--- src/rtl/argmax_pkg.sv ---
// rtl/argmax_pkg.sv - shared sizes, FSM state encoding and score type for the argmax classifier
package argmax_pkg;
   localparam int N_CLASSES = 10;
   localparam int DATA_W    = 26;
   localparam int IDX_W     = 4;

   typedef enum logic [1:0] {IDLE, COLLECT, SCAN, DONE} state_t;
   typedef logic signed [DATA_W-1:0] score_t;
endpackage

--- src/rtl/argmax_classifier_if.sv ---
// rtl/argmax_classifier_if.sv - neuron-sum input / classification output bundle
// Max_Score exists only when ARGMAX_SCORE_OUT_EN is defined.
interface argmax_classifier_if;
   logic                                                   Start;
   logic [argmax_pkg::N_CLASSES-1:0]                       Neuron_Valid;
   logic [argmax_pkg::N_CLASSES*argmax_pkg::DATA_W-1:0]    Neuron_Result;
   logic [argmax_pkg::IDX_W-1:0]                           Class_Out;
   logic                                                   Class_Valid;
   logic                                                   Busy;
   logic                                                   Error;
`ifdef ARGMAX_SCORE_OUT_EN
   logic [argmax_pkg::DATA_W-1:0]                          Max_Score;

   modport master (output Start, Neuron_Valid, Neuron_Result,
                   input  Class_Out, Class_Valid, Busy, Error, Max_Score);
   modport slave  (input  Start, Neuron_Valid, Neuron_Result,
                   output Class_Out, Class_Valid, Busy, Error, Max_Score);
`else
   modport master (output Start, Neuron_Valid, Neuron_Result,
                   input  Class_Out, Class_Valid, Busy, Error);
   modport slave  (input  Start, Neuron_Valid, Neuron_Result,
                   output Class_Out, Class_Valid, Busy, Error);
`endif
endinterface

--- src/rtl/argmax_score_buf.sv ---
// rtl/argmax_score_buf.sv - per-class score registers, received mask and duplicate detect
module argmax_score_buf
   import argmax_pkg::*;
(
   input  logic                          clk,
   input  logic                          rst,
   input  logic                          clear,
   input  logic                          capture,
   input  logic [N_CLASSES-1:0]          valid,
   input  logic [N_CLASSES*DATA_W-1:0]   result,
   input  logic [IDX_W-1:0]              rd_idx,
   output score_t                        rd_data,
   output logic                          all_recv,
   output logic                          dup
);
   score_t               score [N_CLASSES];
   logic [N_CLASSES-1:0] mask;

   always_ff @(posedge clk or posedge rst) begin
      if (rst) begin
         mask <= '0;
         for (int k = 0; k < N_CLASSES; k++) score[k] <= '0;
      end else if (clear) begin
         mask <= '0;
      end else if (capture) begin
         mask <= mask | valid;
         for (int k = 0; k < N_CLASSES; k++)
            if (valid[k]) score[k] <= result[k*DATA_W +: DATA_W];
      end
   end

   assign all_recv = &mask;
   assign dup      = capture && |(valid & mask);

   always_comb begin
      rd_data = '0;
      if (int'(rd_idx) < N_CLASSES) rd_data = score[rd_idx];
   end
endmodule

--- src/rtl/argmax_classifier.sv ---
// rtl/argmax_classifier.sv - collects neuron sums, serially scans for the largest, reports its index
// Optional Max_Score output enabled by defining ARGMAX_SCORE_OUT_EN.
module argmax_classifier
   import argmax_pkg::*;
(
   input  logic               clk,
   input  logic               rst,
   argmax_classifier_if.slave bus
);
   state_t           state;
   logic [IDX_W-1:0] idx;
   logic [IDX_W-1:0] best_idx;
   score_t           best;
   score_t           rd_data;
   logic             all_recv;
   logic             dup;
   logic             capture;
   logic [IDX_W-1:0] class_out;
   logic             class_valid;
   logic             busy;
   logic             error;

   // Start wins over a simultaneous valid, so that valid is neither stored nor flagged.
   assign capture = (state == COLLECT) && !bus.Start;

   argmax_score_buf u_buf (
      .clk      (clk),
      .rst      (rst),
      .clear    (bus.Start),
      .capture  (capture),
      .valid    (bus.Neuron_Valid),
      .result   (bus.Neuron_Result),
      .rd_idx   (idx),
      .rd_data  (rd_data),
      .all_recv (all_recv),
      .dup      (dup)
   );

`ifdef ARGMAX_SCORE_OUT_EN
   score_t max_score;
   assign bus.Max_Score = max_score;
`endif

   always_ff @(posedge clk or posedge rst) begin
      if (rst) begin
         state       <= IDLE;
         idx         <= '0;
         best_idx    <= '0;
         best        <= '0;
         class_out   <= '0;
         class_valid <= 1'b0;
         busy        <= 1'b0;
         error       <= 1'b0;
`ifdef ARGMAX_SCORE_OUT_EN
         max_score   <= '0;
`endif
      end else begin
         class_valid <= 1'b0;
         if (bus.Start) begin
            state <= COLLECT;
            busy  <= 1'b1;
            error <= 1'b0;
            idx   <= '0;
         end else begin
            if (|bus.Neuron_Valid && (state != COLLECT || dup)) error <= 1'b1;
            case (state)
               IDLE: ;
               COLLECT: if (all_recv) begin
                  // idx is 0 throughout COLLECT, so rd_data is score[0] here.
                  state    <= SCAN;
                  best     <= rd_data;
                  best_idx <= '0;
                  idx      <= IDX_W'(1);
               end
               SCAN: begin
                  if (rd_data > best) begin
                     best     <= rd_data;
                     best_idx <= idx;
                  end
                  if (idx == IDX_W'(N_CLASSES-1)) begin
                     state <= DONE;
                     busy  <= 1'b0;
                  end else begin
                     idx <= idx + 1'b1;
                  end
               end
               DONE: begin
                  class_out   <= best_idx;
                  class_valid <= 1'b1;
`ifdef ARGMAX_SCORE_OUT_EN
                  max_score   <= best;
`endif
                  state       <= IDLE;
                  idx         <= '0;
               end
               default: state <= IDLE;
            endcase
         end
      end
   end

   assign bus.Class_Out   = class_out;
   assign bus.Class_Valid = class_valid;
   assign bus.Busy        = busy;
   assign bus.Error       = error;
endmodule

--- src/flat_wrapper.sv ---
// flat-port wrapper written by rule: the top's interface ports become plain ports
module argmax_classifier_flat import argmax_pkg::*;
  (clk, rst, bus_Start, bus_Neuron_Valid, bus_Neuron_Result, bus_Class_Out, bus_Class_Valid, bus_Busy, bus_Error);
  argmax_classifier_if bus_i ();
  input  logic clk;
  input  logic rst;
  input wire logic [$bits(bus_i.Start)-1:0] bus_Start;
  input wire logic [$bits(bus_i.Neuron_Valid)-1:0] bus_Neuron_Valid;
  input wire logic [$bits(bus_i.Neuron_Result)-1:0] bus_Neuron_Result;
  output wire logic [$bits(bus_i.Class_Out)-1:0] bus_Class_Out;
  output wire logic [$bits(bus_i.Class_Valid)-1:0] bus_Class_Valid;
  output wire logic [$bits(bus_i.Busy)-1:0] bus_Busy;
  output wire logic [$bits(bus_i.Error)-1:0] bus_Error;
  assign bus_i.Start = bus_Start;
  assign bus_i.Neuron_Valid = bus_Neuron_Valid;
  assign bus_i.Neuron_Result = bus_Neuron_Result;
  assign bus_Class_Out = bus_i.Class_Out;
  assign bus_Class_Valid = bus_i.Class_Valid;
  assign bus_Busy = bus_i.Busy;
  assign bus_Error = bus_i.Error;
  argmax_classifier u_core (.clk(clk), .rst(rst), .bus(bus_i));
endmodule
--- config.mk ---
export PLATFORM = sky130hd
export DESIGN_NAME = argmax_classifier_flat
export DESIGN_NICKNAME = d
export VERILOG_FILES = /design/src/rtl/argmax_pkg.sv /design/src/rtl/argmax_classifier_if.sv /design/src/rtl/argmax_score_buf.sv /design/src/rtl/argmax_classifier.sv /design/src/flat_wrapper.sv
export SDC_FILE = /design/constraint.sdc
export NUM_CORES = 1
export LEC_CHECK = 0
export CAP_MARGIN = 20
export CORE_UTILIZATION = 33
export DETAILED_ROUTE_END_ITERATION = 16
export RECOVER_POWER = 50
export SLEW_MARGIN = 20
export SYNTH_ARGS = -nofsm -noshare
export SYNTH_HDL_FRONTEND = slang
export SYNTH_SLANG_ARGS = --single-unit
--- constraint.sdc ---
create_clock -name clk -period 13.2 [get_ports clk]
set_input_delay 2.64 -clock clk [delete_from_list [all_inputs] [get_ports clk]]
set_output_delay 2.64 -clock clk [all_outputs]
set_load 0.05 [all_outputs]
==> metrics.md, run 1 <==
| Metric | Value |
|---|---|
| Worst min path class | flip-flop to flip-flop |
| Clock sinks | 313 |
| I/O Pins | 280 |
| Final setup viols | 0 |
| Core footprint | 43300 um2 |
| Crit-path most repeated cell | buf_4 |
| Crit Path Category | primary input to asynchronous set/reset pin |
| Syn_nets | 1347 |
| Final HPWL DP | 30.2 mm |
| Chip Height | 212 um |
| Worst-case clock buffer depth | 3 |
| Drt pass-1 iters | 5 |
| R2R Setup Slk | 7.62 ns |
| Postcts setup bufs | 0 |
| Final net count | 1625 |
| Placed Instances | 1867 |
| Total Wirelength | 42.0 mm |
| Remaining antenna violation count | 0 |
| Hold Startpoint | u_core.bus.Class_Out[3] |
| Failing checks | max-capacitance violations, max-slew violations |
| Peak Freq | 0.133 GHz |
| Final Instance Area | 19200 um2 |
| Synth Warn # | 0 |
| Antenna violations before repair | 6 |
| Internal power | 2.89 mW |
| Clock slew at reported path FFs | 0.06 ns |
| Starting Density | 33.6% |
| Pin count of the biggest net entering global routing | 120 |
| EDFF count, synth | 0 |
| Post-place setup slack | 7.53 ns |
| Seq pwr share | 40.4% |
| Dpl cell area | 18000 um2 |
| FF-to-FF path depth | 11 |
| Syn Inst Count | 1043 |
| Yosys reg bits | 313 |
| Clk pwr share | 24.7% |
| Crit. Startpoint | rst |
| Sw power | 1.28 mW |
| Via count | 9617 |
| Grt ovf | 0 |
| Critical Path AT | 8.01 ns |
| Power Density | 217 nW/um2 |
| Reg2reg start | u_core.idx[0] |
| Num rows | 76 |
| Gate power share | 34.9% |
| Wirelength per Cell | 21.7 um |
| Iter 0 DRT Violations | 535 |
| Synth Area per Inst | 13.9 um2 |
| Leading area contributor after synthesis | dfrtp_1 |
| Ys async rst share | 100% |
| H-tree depth | 2 |
| Top-area cell type share of the netlist area | 53.9% |
| Slowest stage cell on the critical path | clkinvlp_2 |
| I/O Buffers | 279 |
| Fraction of layout cells with a size suffix above 1 | 31.4% |
| Num CTS Buffers | 36 |
| DR DRC count | 0 |
| Vias per inst | 4.97 |
| Slew headroom | -248% |
| Crit. End Element | asynchronous set/reset pin |
| Final Critical Period | 7.52 ns |
| R2R Path End | u_core.best[19] |
| Final GP Congestion | 0.809 |
| Post-route insts no fill | 1934 |
| Horiz. Die Dim | 212 um |
| Post-route worst setup slack | 5.68 ns |
| Top_reg_cell synth | dfrtp_1 |
| CTS Hold Buffers Added | 0 |
| Worst Path Required | 13.69 ns |
| Crit path launch type | primary input |
| Vias in the first global route | 10300 |
| P_leak | 7.80 nW |
| Root Buffer | clkbuf_16 |
| Final worst-path cycle share | 57.0% |
| Post-synthesis sequential area ratio | 53.9% |
| Sw frac | 30.7% |
| Final hold vios | 0 |
| Worst skew pair latency | 0.55 ns |
| PostCTS Resize Cnt | 0 |
| Clock Skew | 0.0234 ns |
| RSZ-0062 raised after global routing | false |
| Worst slew pin tran | 5.22 ns |
| First-pass GRT wire length | 63.4 mm |
| Slew Viols, Final | 204 |
| Area contributors post-synth | dfrtp_1 54%, mux2_2 22%, mux4_2 8.1% |
| Synth Cell Area | 14500 um2 |
| Area Growth Syn to Fin | 32.0% |
| Max Cap Viol | 4 |
| Global Route Usage Sum | 19.2% |
| Status | complete, but fails checks |
| DIE AREA | 44900 um2 |
| Hold endpoint | u_core.bus.Class_Out[3] |
| CP peak stage delay | 2.85 ns |
| Hold depth | 1 |
| VDD IR-drop max | 0.108 mV |
| Final setup TNS | 0 ns |
| TritonCTS clock tree | built |
| Post-synth cell types | 43 |
| CP Max Fanout | 119 |
| CP Cell Sequence | dlygate4sd3_1 > clkinvlp_2 > buf_4 > buf_4 |
-- per-layer routing --
layer	GRT usage, %	vias to the layer above	wire length, um
met4	6.10	4	896
met2	30.0	245	19500
met1	26.1	4939	19000
met5	0	-	26
li1	-	4374	-
met3	4.84	55	2560
-- critical path: cells and delay by family --
| kind | cells | cell delay, ns |
|---|---|---|
| buffers and inverters | 4 | 5.18 |
-- power by group through the flow --
stage                     combinational [mW]  clock [mW]  sequential, mW
after floorplan                         1.09           0            1.60
after global placement                  1.43           0            1.68
after detailed placement                1.47           0            1.70
after CTS                               1.47        1.06            1.68
after global routing                    1.59        1.10            1.74
final                                   1.45        1.03            1.69
-- synthesized netlist by cell type (11+ instances only) --
| library cell | count |
|---|---|
| buf_2 | 11 |
| inv_1 | 48 |
| nand2_1 | 21 |
| nor2_1 | 42 |
| nand4_1 | 11 |
| clkbuf_1 | 35 |
| mux2i_1 | 28 |
| a21oi_1 | 64 |
| o21ai_0 | 29 |
| mux2_2 | 283 |
| mux4_2 | 52 |
| dfrtp_1 | 313 |
| nand3_1 | 19 |
| ha_1 | 31 |
-- layout make-up --
cell class / count / area, um2
Fill cell: 3953 / 24100
Sequential cell: 313 / 7840
Multi-Input combinational cell: 626 / 6300
Timing Repair Buffer: 294 / 2910
Clock buffer: 49 / 1030
Tap cell: 585 / 732
Inverter: 50 / 189
Clock inverter: 13 / 184
Antenna cell: 4 / 10.0
-- how the worst max path moves through the flow --
stage | to | slack [ns] | depth (start not counted)
2_1_floorplan | u_core.best[0] | 1.90 | 1
3_3_place_gp | u_core.best[25] | 7.55 | 11
3_5_place_dp | u_core.best[19] | 7.53 | 11
4_1_cts | u_core.best[19] | 7.51 | 11
5_1_grt | u_core.idx[0] | 4.59 | 4
6_report | u_core.idx[0] | 5.68 | 4
-- state kept, by name, indices dropped and copies added (netlist names) --
| register | count |
|---|---|
| u_core.best | 26 |
| u_core.best_idx | 4 |
| u_core.bus.Busy | 1 |
| u_core.bus.Class_Out | 4 |
| u_core.bus.Class_Valid | 1 |
| u_core.bus.Error | 1 |
| u_core.idx | 4 |
| u_core.state | 2 |
| u_core.u_buf.mask | 10 |
| u_core.u_buf.score | 260 |
-- stage by stage --
| step | hold WS [ns] | total power [mW] | util [%] |
|---|---|---|---|
| 2_1_floorplan | 0.466 | 2.70 | - |
| 3_3_place_gp | 0.482 | 3.11 | 41.5 |
| 3_5_place_dp | 0.489 | 3.16 | 41.5 |
| 4_1_cts | 0.502 | 4.22 | 44.3 |
| 5_1_grt | 0.505 | 4.43 | 44.3 |
| 6_report | 0.498 | 4.17 | 44.4 |
-- cells by family after synthesis --
kind of cell    share of synthesized area [%]
mux                                      32.5
buf+inv                                  2.88
simple gates                             3.37
fa+ha+maj                                2.67
compound gates                           4.65
flops                                    53.9
-- cell usage in the layout, fill, tap and decap left out, drive strengths merged, types with 2 or more instances in the layout --
master | Yosys | final
a211oi | 2 | 2
a21o | 7 | 7
a21oi | 66 | 66
a221oi | 2 | 2
a31oi | 2 | 2
buf | 19 | 11
bufinv | 0 | 4
clkbuf | 35 | 53
clkdlybuf4s50 | 0 | 269
clkinv | 0 | 8
dfrtp | 313 | 313
diode | 0 | 4
dlygate4sd3 | 0 | 10
ha | 31 | 31
inv | 50 | 50
mux2 | 289 | 289
mux2i | 28 | 28
mux4 | 52 | 52
nand2 | 21 | 21
nand3 | 19 | 19
nand4 | 11 | 11
nor2 | 42 | 42
nor2b | 3 | 3
nor4 | 4 | 4
o21ai | 31 | 31
or4 | 2 | 2
Power figures use the tool's default switching activity.
==> run 2: changes to the inputs <==
==> constraint.sdc (replaced) <==
create_clock -name clk -period 6.5 [get_ports clk]
set_input_delay 1.3 -clock clk [delete_from_list [all_inputs] [get_ports clk]]
set_output_delay 1.3 -clock clk [all_outputs]
set_load 0.05 [all_outputs]
==> run 2 against run 1 <==
The flow still finishes with violations (max-capacitance violations, max-slew violations); largest power group unchanged; design area is 0.14% lower; clock skew is 0.0047 ns lower; total power is 100% higher; setup slack worse by 4.2 ns; worst hold slack worse by 0.019 ns; sequential share of layout area is 0.056 points higher; combinational power is 110% higher; register-to-register slack worse by 6.1 ns; first-iteration DRC count is 8.2% higher; wire length is 2.4% higher; die area stayed put; sequential power is 100% higher.
==> metrics.md, run 2 (synthesized netlist as in run 1, its figures left out) <==
| Metric | Value |
|---|---|
| Pin count of the biggest net entering global routing | 166 (+38%) |
| Final Critical Period | 5.02 ns |
| Global Route Usage Sum | 19.8% (+0.56 points) |
| Crit path launch type | flip-flop |
| I/O Pins | 280 (unchanged) |
| Wirelength per Cell | 22.1 um (+2.1%) |
| CP peak stage delay | 0.90 ns (-1.95 ns) |
| Slew headroom | -144% (+100 points) |
| Root Buffer | clkbuf_16 |
| VDD IR-drop max | 0.176 mV (+62%) |
| CP Max Fanout | 33 (-72%) |
| Grt ovf | 0 (unchanged) |
| Core footprint | 43300 um2 (unchanged) |
| Crit-path leading delay family | compound AO/OA/AOI/OAI gates |
| PostCTS Resize Cnt | 0 (unchanged) |
| Failing checks | max-capacitance violations, max-slew violations |
| Max Cap Viol | 1 (-3) |
| P_leak | 7.77 nW (-0.30%) |
| Hold Startpoint | u_core.bus.Busy |
| RSZ-0062 raised after global routing | false |
| Horiz. Die Dim | 212 um (unchanged) |
| Max reg flops | 260 (unchanged) |
| Biggest regs | u_core.u_buf.score: 260 flops, u_core.best: 26 flops, u_core.u_buf.mask: 10 flops |
| I/O Buffers | 279 (unchanged) |
| Num rows | 76 (unchanged) |
| Most frequent cells in the layout | 310 x dfrtp_1, 283 x mux2_2, 276 x clkdlybuf4s50_1 |
| Worst slew pin tran | 3.67 ns (-1.56 ns) |
| Slowest stage cell on the critical path | dfrtp_4 |
| Vias per inst | 4.99 (+0.40%) |
| Slew Viols, Final | 71 (-65%) |
| Met2 wire length | 19.6 mm (+0.86%) |
| Top reg by flops | u_core.u_buf.score |
| Total Wirelength | 42.9 mm (+2.4%) |
| First-pass GRT wire length | 65.1 mm (+2.6%) |
| Clock sinks | 313 (unchanged) |
| Clock slew at reported path FFs | 0.06 ns (about the same) |
| Final setup TNS | 0 ns (unchanged) |
| R2R Path End | u_core.best[13] |
| Fraction of layout cells with a size suffix above 1 | 31.3% (-0.16 points) |
| Worst min path class | flip-flop to flip-flop |
| Met3 wire length | 2.40 mm (-6.1%) |
| Status | complete, but fails checks |
| M1 WL | 20.1 mm (+5.8%) |
| Vias in the first global route | 10400 (+0.63%) |
| Worst-case clock buffer depth | 3 (unchanged) |
| Reg area | 7840 um2 (unchanged) |
| Crit. End Element | flip-flop |
| Drt pass-1 iters | 7 (+2) |
| R2R Setup Slk | 1.48 ns (-6.14 ns) |
| TritonCTS clock tree | built |
| Final hold vios | 0 (unchanged) |
| H-tree depth | 2 (unchanged) |
| Worst skew pair latency | 0.56 ns (about the same) |
| Iter 0 DRT Violations | 579 (+8.2%) |
| Clock Skew | 0.0187 ns (-0.00470 ns) |
| Stages on the worst setup path | 12 (+8) |
| Worst Path Required | 6.94 ns (-6.75 ns) |
| Via count | 9680 (+0.66%) |
| FF-to-FF path depth | 12 (+1) |
| Final setup viols | 0 (unchanged) |
| CP Cell Sequence | buf_4 > mux2i_1 > nor2_1 > a21oi_1 > o21ai_0 > ha_1 > nand4_1 > nor4_1 > o31a_1 > o21ai_2 > a21oi_4 > mux2_2 |
| Area Growth Syn to Fin | 31.9% |
| Final net count | 1628 (+0.18%) |
| CTS Hold Buffers Added | 0 (unchanged) |
| DR DRC count | 0 (unchanged) |
| Final core occ | 44.3% (-0.061 points) |
| Final Instance Area | 19200 um2 (-0.14%) |
| Multi-input logic area | 6300 um2 (about the same) |
| Num CTS Buffers | 38 (+5.6%) |
| Crit path capture | u_core.best[13] |
| Peak Freq | 0.199 GHz |
| Starting Density | 33.6% (unchanged) |
| Fillers | 3922 (-0.78%) |
| Postcts setup bufs | 0 (unchanged) |
| Final GP Congestion | 0.823 (+1.6%) |
| Critical Path AT | 5.46 ns (-2.55 ns) |
| Final HPWL DP | 30.6 mm (+1.0%) |
| Dpl cell area | 18000 um2 (+0.15%) |
| Chip Height | 212 um (unchanged) |
| Max Used Layer | met5 |
| Power Density | 440 nW/um2 (+100%) |
| Final worst-path cycle share | 77.3% |
| Reg2reg start | u_core.idx[0] |
| Remaining antenna violation count | 0 (unchanged) |
| DIE AREA | 44900 um2 (unchanged) |
| Crit. Startpoint | u_core.idx[0] |
| Crit Path Category | flip-flop to flip-flop |
| Commonest non-fill, non-tap cell in the layout | dfrtp_1 |
| CP Buf/Inv Count | 1 (-3) |
| Antenna violations before repair | 5 (-1) |
## run 2: cell count changes in the layout (fill, tap and decap cells not counted), sizes merged, moves of 2 or more
cell	before	now
clkdlybuf4s50	269	276
dlygate4sd3	10	3
bufinv	4	1
diode	4	2
buf	11	14
clkbuf	53	59
## run 2: worst min-delay path by stage
stage / slack, ns / cells past startpoint / end
5_1_grt: 0.51 / 1 / u_core.bus.Busy
3_3_place_gp: 0.47 / 1 / u_core.bus.Busy
2_1_floorplan: 0.47 / 2 / u_core.best_idx[3]
6_report: 0.48 / 1 / u_core.bus.Busy
3_5_place_dp: 0.47 / 1 / u_core.bus.Busy
4_1_cts: 0.48 / 1 / u_core.bus.Busy
## run 2: metrics by stage
stage / cells / hold WS (ns) / power, mW / setup WS, ns
floorplan: 1043 / 0.466 / 5.48 / 1.03
global placement: 1869 / 0.466 / 6.36 / 1.49
detailed placement: 1869 / 0.466 / 6.44 / 1.42
CTS: 1937 / 0.479 / 8.53 / 1.38
global route: 1938 / 0.506 / 8.99 / 0.831
finish: 1939 / 0.479 / 8.44 / 1.48
## run 2: worst reg2reg max path, cell delays in order, from the launching register on
cell	delay [ns]
dfrtp_4	0.90
buf_4	0.47
mux2i_1	0.34
nor2_1	0.14
a21oi_1	0.14
o21ai_0	0.17
ha_1	0.41
nand4_1	0.16
nor4_1	0.53
o31a_1	0.26
o21ai_2	0.10
a21oi_4	0.84
mux2_2	0.43
## run 2: power by group
group	switching [mW]	total, mW	internal, mW
Combinational	1.28	2.99	1.71
Clock	0.841	2.03	1.19
Sequential	0.528	3.42	2.89
Total	2.65	8.44	5.79
## run 2: per-layer routing
layer | GRT usage [%] | up-vias
li1 | - | 4377
met1 | 27.9 | 4994
met2 | 30.5 | 246
met3 | 4.57 | 59
met4 | 5.07 | 4
met5 | 0 | -
## run 2: cell type report
class | instances | area share, %
flip-flops and latches | 313 | 40.9
diodes | 2 | 0.0261
clock buffers | 57 | 5.60
clock inverters | 11 | 0.548
well taps | 585 | 3.82
repair buffers | 295 | 15.2
inverters | 50 | 0.986
multi-input cells | 626 | 32.9
